--- config.mk ---
export PLATFORM = sky130hd
export DESIGN_NAME = fm_demod_track
export DESIGN_NICKNAME = d
export VERILOG_FILES = /design/src/rtl/fm_demod_track.sv
export SDC_FILE = /design/constraint.sdc
export NUM_CORES = 1
export LEC_CHECK = 0
export CAP_MARGIN = 20
export CORE_MARGIN = 10
export CORE_UTILIZATION = 55
export DETAILED_ROUTE_END_ITERATION = 6
export HOLD_SLACK_MARGIN = 0.15
export PLACE_DENSITY_LB_ADDON = 0.2
export SLEW_MARGIN = 20
export SYNTH_ARGS = -nofsm -noshare
export SYNTH_HDL_FRONTEND = slang
export SYNTH_SLANG_ARGS = --single-unit
--- constraint.sdc ---
create_clock -name clk -period 9.88 [get_ports clk]
set_clock_uncertainty 0.2 [all_clocks]
set_input_delay 1.482 -clock clk [delete_from_list [all_inputs] [get_ports clk]]
set_output_delay 1.482 -clock clk [all_outputs]
set_load 0.005 [all_outputs]
--- src/rtl/fm_demod_track.sv ---
// FM demodulator with NCO square-wave reference, sign-multiply detector,
// power-of-two integrate-and-dump averager, optional frequency tracking and lock flag.
module fm_demod_track #(
    parameter int DATA_W       = 16,
    parameter int PHASE_W      = 32,
    parameter int MAX_LOG2_DEC = 16,
    parameter int LOCK_THR     = 256,
    parameter int LOCK_CNT     = 8
) (
    input  logic                clk,
    input  logic                rst,
    input  logic                en,
    input  logic [DATA_W-1:0]   modulated,
    input  logic [PHASE_W-1:0]  ctr_ctrl,
    input  logic [4:0]          sample_rate,
    input  logic                mode,
    input  logic [3:0]          track_shift,
    output logic [DATA_W-1:0]   demodulated,
    output logic                demod_valid,
    output logic [PHASE_W-1:0]  freq_offset,
    output logic                lock
);
    localparam int ACC_W = DATA_W + MAX_LOG2_DEC;
    localparam int CNT_W = MAX_LOG2_DEC + 1;
    localparam int DEC_W = $clog2(MAX_LOG2_DEC + 1);
    localparam int EXT_W = PHASE_W + DATA_W + 16;
    localparam int LCK_W = $clog2(LOCK_CNT + 1);

    localparam logic signed [EXT_W-1:0] SAT_POS =
        {{(EXT_W-PHASE_W+1){1'b0}}, 1'b1, {(PHASE_W-2){1'b0}}};
    localparam logic signed [EXT_W-1:0] SAT_NEG = -SAT_POS;
    localparam logic [DATA_W:0] THR = (DATA_W+1)'(LOCK_THR);

    logic [PHASE_W-1:0]        phase_q, phase_d;
    logic [DATA_W-1:0]         pd_q, pd_d;
    logic                      pd_v_q;
    logic signed [ACC_W-1:0]   acc_q, acc_d;
    logic [CNT_W-1:0]          cnt_q, cnt_d;
    logic [DEC_W-1:0]          dec_q, dec_d;
    logic [DATA_W-1:0]         demod_q, demod_d;
    logic                      valid_q, valid_d;
    logic [PHASE_W-1:0]        foff_q, foff_d;
    logic [LCK_W-1:0]          lcnt_q, lcnt_d;
    logic                      lock_q, lock_d;

    logic [DEC_W-1:0]          dec_req;
    logic [DEC_W-1:0]          dec_cur;
    logic                      blk_last;
    logic signed [ACC_W-1:0]   sum;
    logic [DATA_W-1:0]         new_demod;
    logic signed [EXT_W-1:0]   ext_demod;
    logic signed [EXT_W-1:0]   ext_foff;
    logic signed [EXT_W-1:0]   trk_sum;
    logic [DATA_W:0]           mag;

    // NCO and detector stage: both advance only on enabled samples.
    always_comb begin
        phase_d = phase_q;
        pd_d    = pd_q;
        if (en) begin
            phase_d = phase_q + ctr_ctrl + foff_q;
            pd_d    = phase_q[PHASE_W-1] ? ~modulated : modulated;
        end
    end

    // The decimation exponent is only sampled at a block start so a block never changes length.
    always_comb begin
        dec_req  = (32'(sample_rate) > 32'(MAX_LOG2_DEC)) ? DEC_W'(MAX_LOG2_DEC)
                                                          : DEC_W'(sample_rate);
        dec_cur  = (cnt_q == '0) ? dec_req : dec_q;
        blk_last = (cnt_q == ((CNT_W'(1) << dec_cur) - CNT_W'(1)));
        sum      = acc_q + {{MAX_LOG2_DEC{pd_q[DATA_W-1]}}, pd_q};
        new_demod = DATA_W'(sum >>> dec_cur);
        ext_demod = {{(EXT_W-DATA_W){new_demod[DATA_W-1]}}, new_demod};
        ext_foff  = {{(EXT_W-PHASE_W){foff_q[PHASE_W-1]}}, foff_q};
        trk_sum   = ext_foff + (ext_demod <<< track_shift);
        mag       = new_demod[DATA_W-1] ? -{1'b1, new_demod} : {1'b0, new_demod};
    end

    always_comb begin
        acc_d   = acc_q;
        cnt_d   = cnt_q;
        dec_d   = dec_q;
        demod_d = demod_q;
        valid_d = 1'b0;
        foff_d  = foff_q;
        lcnt_d  = lcnt_q;
        if (pd_v_q) begin
            if (cnt_q == '0) begin
                dec_d = dec_req;
            end
            if (blk_last) begin
                acc_d   = '0;
                cnt_d   = '0;
                demod_d = new_demod;
                valid_d = 1'b1;
                if (trk_sum > SAT_POS) begin
                    foff_d = PHASE_W'(SAT_POS);
                end else if (trk_sum < SAT_NEG) begin
                    foff_d = PHASE_W'(SAT_NEG);
                end else begin
                    foff_d = PHASE_W'(trk_sum);
                end
                if (mag < THR) begin
                    lcnt_d = (lcnt_q == LCK_W'(LOCK_CNT)) ? lcnt_q : lcnt_q + LCK_W'(1);
                end else begin
                    lcnt_d = '0;
                end
            end else begin
                acc_d = sum;
                cnt_d = cnt_q + CNT_W'(1);
            end
        end
        // Open loop forces the correction and lock state back to idle.
        if (!mode) begin
            foff_d = '0;
            lcnt_d = '0;
        end
        lock_d = mode && (lcnt_q == LCK_W'(LOCK_CNT));
    end

    always_ff @(posedge clk) begin
        if (rst) begin
            phase_q <= '0;
            pd_q    <= '0;
            pd_v_q  <= 1'b0;
            acc_q   <= '0;
            cnt_q   <= '0;
            dec_q   <= '0;
            demod_q <= '0;
            valid_q <= 1'b0;
            foff_q  <= '0;
            lcnt_q  <= '0;
            lock_q  <= 1'b0;
        end else begin
            phase_q <= phase_d;
            pd_q    <= pd_d;
            pd_v_q  <= en;
            acc_q   <= acc_d;
            cnt_q   <= cnt_d;
            dec_q   <= dec_d;
            demod_q <= demod_d;
            valid_q <= valid_d;
            foff_q  <= foff_d;
            lcnt_q  <= lcnt_d;
            lock_q  <= lock_d;
        end
    end

    assign demodulated = demod_q;
    assign demod_valid = valid_q;
    assign freq_offset = foff_q;
    assign lock        = lock_q;
endmodule

==> Word-level counts from Yosys, hierarchy flattened <==
Index checks and enable logic that the tools add are counted.
{ "op_classes": {"n_addsub": 8, "magnitude_cmp": 4, "n_eq_ne": 3, "shift": 3, "mux": 11, "bitwise_logic": 3, "n_reduce_logical": 6} }
{ "ops": {"columns": ["operator", "n"], "rows": [
  ["$add A32 B32 Y32", 3],
  ["$mux W32", 3],
  ["$add A32 B64 Y64", 1],
  ["$gt A64 B32 Y1 const B", 1],
  ["$lt A64 B31 Y1 const B", 1],
  ["$sshl A16 B4 Y64", 1],
  ["$mux W17", 2],
  ["$sshr A32 B5 Y16", 1],
  ["$add A17 B1 Y17 const B", 1],
  ["$eq A17 B17 Y1", 1],
  ["$logic_not A17 Y1", 1],
  ["$lt A17 B9 Y1 const B", 1],
  ["$neg A17 Y17", 1],
  ["$shl A1 B5 Y17 const A", 1],
  ["$sub A17 B1 Y17 const B", 1],
  ["$mux W16", 1],
  ["$not A16 Y16", 1],
  ["$mux W5", 2],
  ["$mux W4", 2],
  ["$gt A5 B5 Y1 const B", 1],
  ["$add A4 B1 Y4 const B", 1],
  ["$eq A4 B4 Y1 const B", 1],
  ["$reduce_or A2 Y1", 2],
  ["$reduce_and A3 Y1", 1],
  ["5 further kinds", 6]
]} }
{ "word_totals": {"ff_bits": 157, "input_bits": 61, "out_inout_bits": 50, "word_cells": 49} }

==> Logic depth before layout (Yosys ltp) <==
{ "logic_depth": {"depth_word": 9, "ltp_mapped": 37, "mapped_depth_nobuf": 33} }

==> Worst setup path before layout <==
Ideal clock, no wire load.
{ "synth_path": {"path_type": "in2reg", "startpoint": "input port sample_rate[1]", "endpoint": "register foff_q[18] (netlist: freq_offset[18])", "setup_ns": 0.126, "arrival_time_ns": 7.629, "t_required_ns": 9.554, "slack_ns": 1.925, "path_stages": 31, "path_buffers": 5, "path_cell_list": "nor2b_1 mux2_2 buf_6 buf_4 buf_2 buf_4 mux4_2 mux2i_1 a2bb2oi_1 o32ai_1 nor3_1 mux4_2 mux2i_1 nor2_1 ha_1 o21a_1 nor2_1 a211oi_1 o211ai_1 a21o_1 a31oi_1 o21ai_0 nor3_1 nor2_1 fa_1 o2111a_1 and2_1 a311oi_1 nand3b_1 clkbuf_1 o21ai_1"} }
{ "synth_via": {"elab_chain_cells": 9, "elab_cells_between_ends": 14, "classes_between": "2 x add/sub; 3 x order compare; 1 x eq/ne; 3 x shift; 4 x mux; 1 x reduce/logical"} }
{ "synth_lines": {"columns": ["item", "line_no", "source"], "rows": [
  ["from (decl)", "15", "input logic [4:0] sample_rate,"],
  ["$gt A5 B5 Y1", "68", "dec_req = (32'(sample_rate) > 32'(MAX_LOG2_DEC)) ? DEC_W'(MAX_LOG2_DEC)"],
  ["$mux W5 (*)", "68", null],
  ["$mux W5 (*)", null, null],
  ["$sshr A32 B5 Y16", "73", "new_demod = DATA_W'(sum >>> dec_cur);"],
  ["$sshl A16 B4 Y64", "76", "trk_sum = ext_foff + (ext_demod <<< track_shift);"],
  ["$add A32 B64 Y64", "76", null],
  ["$lt A64 B31 Y1", "99", "end else if (trk_sum < SAT_NEG) begin"],
  ["$mux W32", "99", null],
  ["$mux W32", "97", "if (trk_sum > SAT_POS) begin"],
  ["to (signal assigned)", "144", "foff_q <= foff_d;"],
  ["to (decl)", "42", "logic [PHASE_W-1:0] foff_q, foff_d;"]
]} }
Mark *: on every way between the ends. The rest lies on a longest branch, timed or not.
A chain may end at the register's enable or synchronous reset.

==> Final worst setup path <==
{ "layout_path": {"startpoint": "input port sample_rate[4]", "endpoint": "register foff_q[21] (netlist: freq_offset[21])"} }
The elaborated chain is that of the path after synthesis.

==> impl_metrics.json <==
{
  "async_reset_ff_share_pct": 0,
  "timing.fmax_ghz": 0.106,
  "clkPwrFrac_pct": 24.2,
  "crit_start": "sample_rate[4]",
  "clock-root-buffer": "clkbuf_16",
  "synth-compound-area-share_pct": 28.3,
  "clk_pin_slew_ps": 70,
  "grt_pass1_wl_mm": 87.3,
  "gr-total-overflow": 0,
  "synthSimpleGateAreaFrac_pct": 22.3,
  "synth_top_family_by_area": "compound AO/OA/AOI/OAI gates",
  "rr_startpoint": "pd_q[15]",
  "hold_path.class": "reg2reg",
  "core-area_um2": 28800,
  "ant_nets": 0,
  "ys_warn_count": 0,
  "p_per_area_nw_per_um2": 148,
  "critPathLaunchType": "primary input",
  "synthToLayoutAreaGrowth_pct": 11.8,
  "slew_violations": 0,
  "dp_cells": 2484,
  "synth_area_um2": 16100,
  "finalCritPeriodShare_pct": 95.1,
  "cts.sink_count": 157,
  "place_ws_ps": 273,
  "diodes": 0,
  "min_period_ps": 9390,
  "outcome": "finished, final reports clean",
  "num_vias": 16700,
  "num_rows": 62,
  "cts_made_buffers": 17,
  "drc_errors": 0,
  "die_height_um": 191,
  "viasPerCell": 6.62,
  "die_area_um2": 36500,
  "drv_cap": 0,
  "mostFrequentLayoutCells": "nor2_1 (219), nand2_1 (188), dfxtp_1 (157)",
  "p_switching_mw": 1.14,
  "hold_buffers": 0,
  "hold_start": "acc_q[15]",
  "clk_latency_ps": 460,
  "place_congestion": 1.02,
  "critical_path_arrival_ps": 9580,
  "grtUsageTotal_pct": 29.7,
  "yosys.area_share.xor_xnor_pct": 5.66,
  "yosysUniqueCellTypes": 112,
  "htreeDepth": 4,
  "min_path_cells": 2,
  "cp_max_fo": 20,
  "p_sw_share_pct": 42.7,
  "grt_use_met1_pct": 34.3,
  "ys.flop_type": "dfxtp_1",
  "first_pass_iters": 6,
  "drtIter0Drc": 1453,
  "slowest_delay_ps": 630,
  "setup_viol": 0,
  "syn_inst": 2076,
  "regToRegSetupSlack_ps": 650,
  "drive_gt1_share_pct": 8.02,
  "rr_endpoint": "freq_offset[21]",
  "grt_use_met3_pct": 5.54,
  "synth-edff-count": 0,
  "ioPinCount": 111,
  "dp_hpwl_mm": 41.8,
  "die_w_um": 191,
  "cts_buffer_depth": 2,
  "end_kind": "flip-flop",
  "ir_worst_vdd_v": 0.000127,
  "final_common_cell": "nor2_1",
  "hold_violations": 0,
  "synthAdderAreaFrac_pct": 12.0,
  "instances_no_fill": 2517,
  "start_util_pct": 55.9,
  "synth_seq_cells": 157,
  "crit_top_cell": "buf_4",
  "num-fill-cells": 2585,
  "worstMarginPinSlew_ps": 1040,
  "synth.area.mux_share_pct": 7.36,
  "avgSynthCellArea_um2": 7.75,
  "setup_slack_ps": 485,
  "grt_max_degree": 82,
  "nNetsFinal": 2314,
  "postCtsSetupRepairBufs": 0,
  "path_class": "in2reg",
  "io_buffers": 110,
  "grt_pass1_vias": 16400,
  "use_met2_pct": 50.0,
  "p_int_mw": 1.53,
  "slowest_stage": "nor4_1",
  "r2r_cells": 32,
  "finalWirelength_mm": 55.1,
  "cts_tree": "built",
  "wire_per_inst_um": 21.9,
  "p_seq_share_pct": 27.0,
  "design_power_total_mw": 2.66,
  "antenna_found_initial": 2,
  "synth_fp_nets": 2270,
  "grt_busiest_layer": "met2",
  "ys_seq_area_share_pct": 19.5,
  "hold-path-endpoint": "acc_q[15]",
  "p_leak_nw": 7.11,
  "slew-limit-headroom_pct": 30.2,
  "post_cts_resize_count": 0,
  "fin_util_pct": 62.5,
  "worstPathRequired_ps": 10060,
  "pwr-share-comb_pct": 48.8
}
## metal layers
metal | part of all wire [%] | routed length, µm
met1 | 40 | 21800
met2 | 47 | 26000
met3 | 7.2 | 3950
met4 | 6.0 | 3300
met5 | 0.042 | 23
## sequential cells by signal, indices dropped and copies added (netlist names)
signal       flops
cnt_q           17
lock             1
acc_q           32
lcnt_q           4
pd_v_q           1
demod_valid      1
phase_q         32
dec_q            5
pd_q            16
freq_offset     32
demodulated     16
## cell type report
class / instances / area, µm² / share of cell area, %
inverter: 54 / 203 / 1.13
tap: 384 / 480 / 2.67
timing repair buffer: 151 / 1400 / 7.79
multi-input combinational: 1739 / 12200 / 67.9
clock buffer: 19 / 443 / 2.46
clock inverter: 13 / 104 / 0.577
sequential: 157 / 3140 / 17.5
## worst max-delay path, delay by kind of cell
family | cells | cell delay [ps]
AO/OA/AOI/OAI | 13 | 3170
buffers and inverters | 5 | 1470
AND/OR/NAND/NOR | 9 | 2850
adder cells (fa/ha/maj) | 1 | 330
multiplexers | 1 | 260
## kinds of logic after synthesis
group / count (synthesis)
xor+xnor: 104
fa+ha+maj: 133
mux: 102
buf+inv: 181
flops: 157
simple gates: 736
compound gates: 663
## per-stage QoR
| stage | TNS (ps) | area [µm²] | hold WS, ps |
|---|---|---|---|
| CTS | 0 | 17900 | 268 |
| floorplan | 0 | 16100 | 245 |
| global route | -83.9 | 18000 | 293 |
| global placement | 0 | 17400 | 252 |
| detailed placement | 0 | 17400 | 259 |
| finish | 0 | 18000 | 266 |
## synth_stat cells, drive strengths merged (8+ instances only)
cell     number  area (µm²)
o21ai       131         667
inv          52         195
ha           98        1230
a31oi        21         138
nand2b       18         113
a2111oi      11         140
or4          11        90.1
mux2i        72         749
o211ai       36         289
nand2       190         718
o31ai        23         173
xor2         36         315
clkbuf       74         279
or2           8        50.1
and3         38         244
a221oi        9        78.8
or3          17         106
fa           35         701
a21boi        8        63.8
mux4          8         180
xnor2        68         596
nor2        222         843
dfxtp       157        3140
o21bai        9        67.6
a21oi       157         793
nand3        64         320
a21o         51         385
nor3         62         337
buf          53         318
o21a         20         150
mux2         22         255
o22ai        18         119
and2         14        87.6
nand4        26         163
nor4         22         163
o211a         9        90.1
a211oi       57         445
a311oi       11         103
a211o        15         144
nor2b        20         125
## power groups by stage
stage               Sequential, mW  Clock, mW  Combinational (mW)
floorplan                    0.717          0               0.946
global placement             0.731          0                1.23
detailed placement           0.733          0                1.25
CTS                          0.719      0.653                1.26
global route                 0.725      0.678                1.42
finish                       0.719      0.644                1.30
## how the worst max path moves through the flow
| stage | to | slack (ps) |
|---|---|---|
| 2_1_floorplan | freq_offset[18] | 1930 |
| 3_3_place_gp | freq_offset[0] | 340 |
| 3_5_place_dp | freq_offset[21] | 270 |
| 4_1_cts | freq_offset[21] | 690 |
| 5_1_grt | freq_offset[21] | -20 |
| 6_report | freq_offset[21] | 490 |
Power figures use the tool's default switching activity.
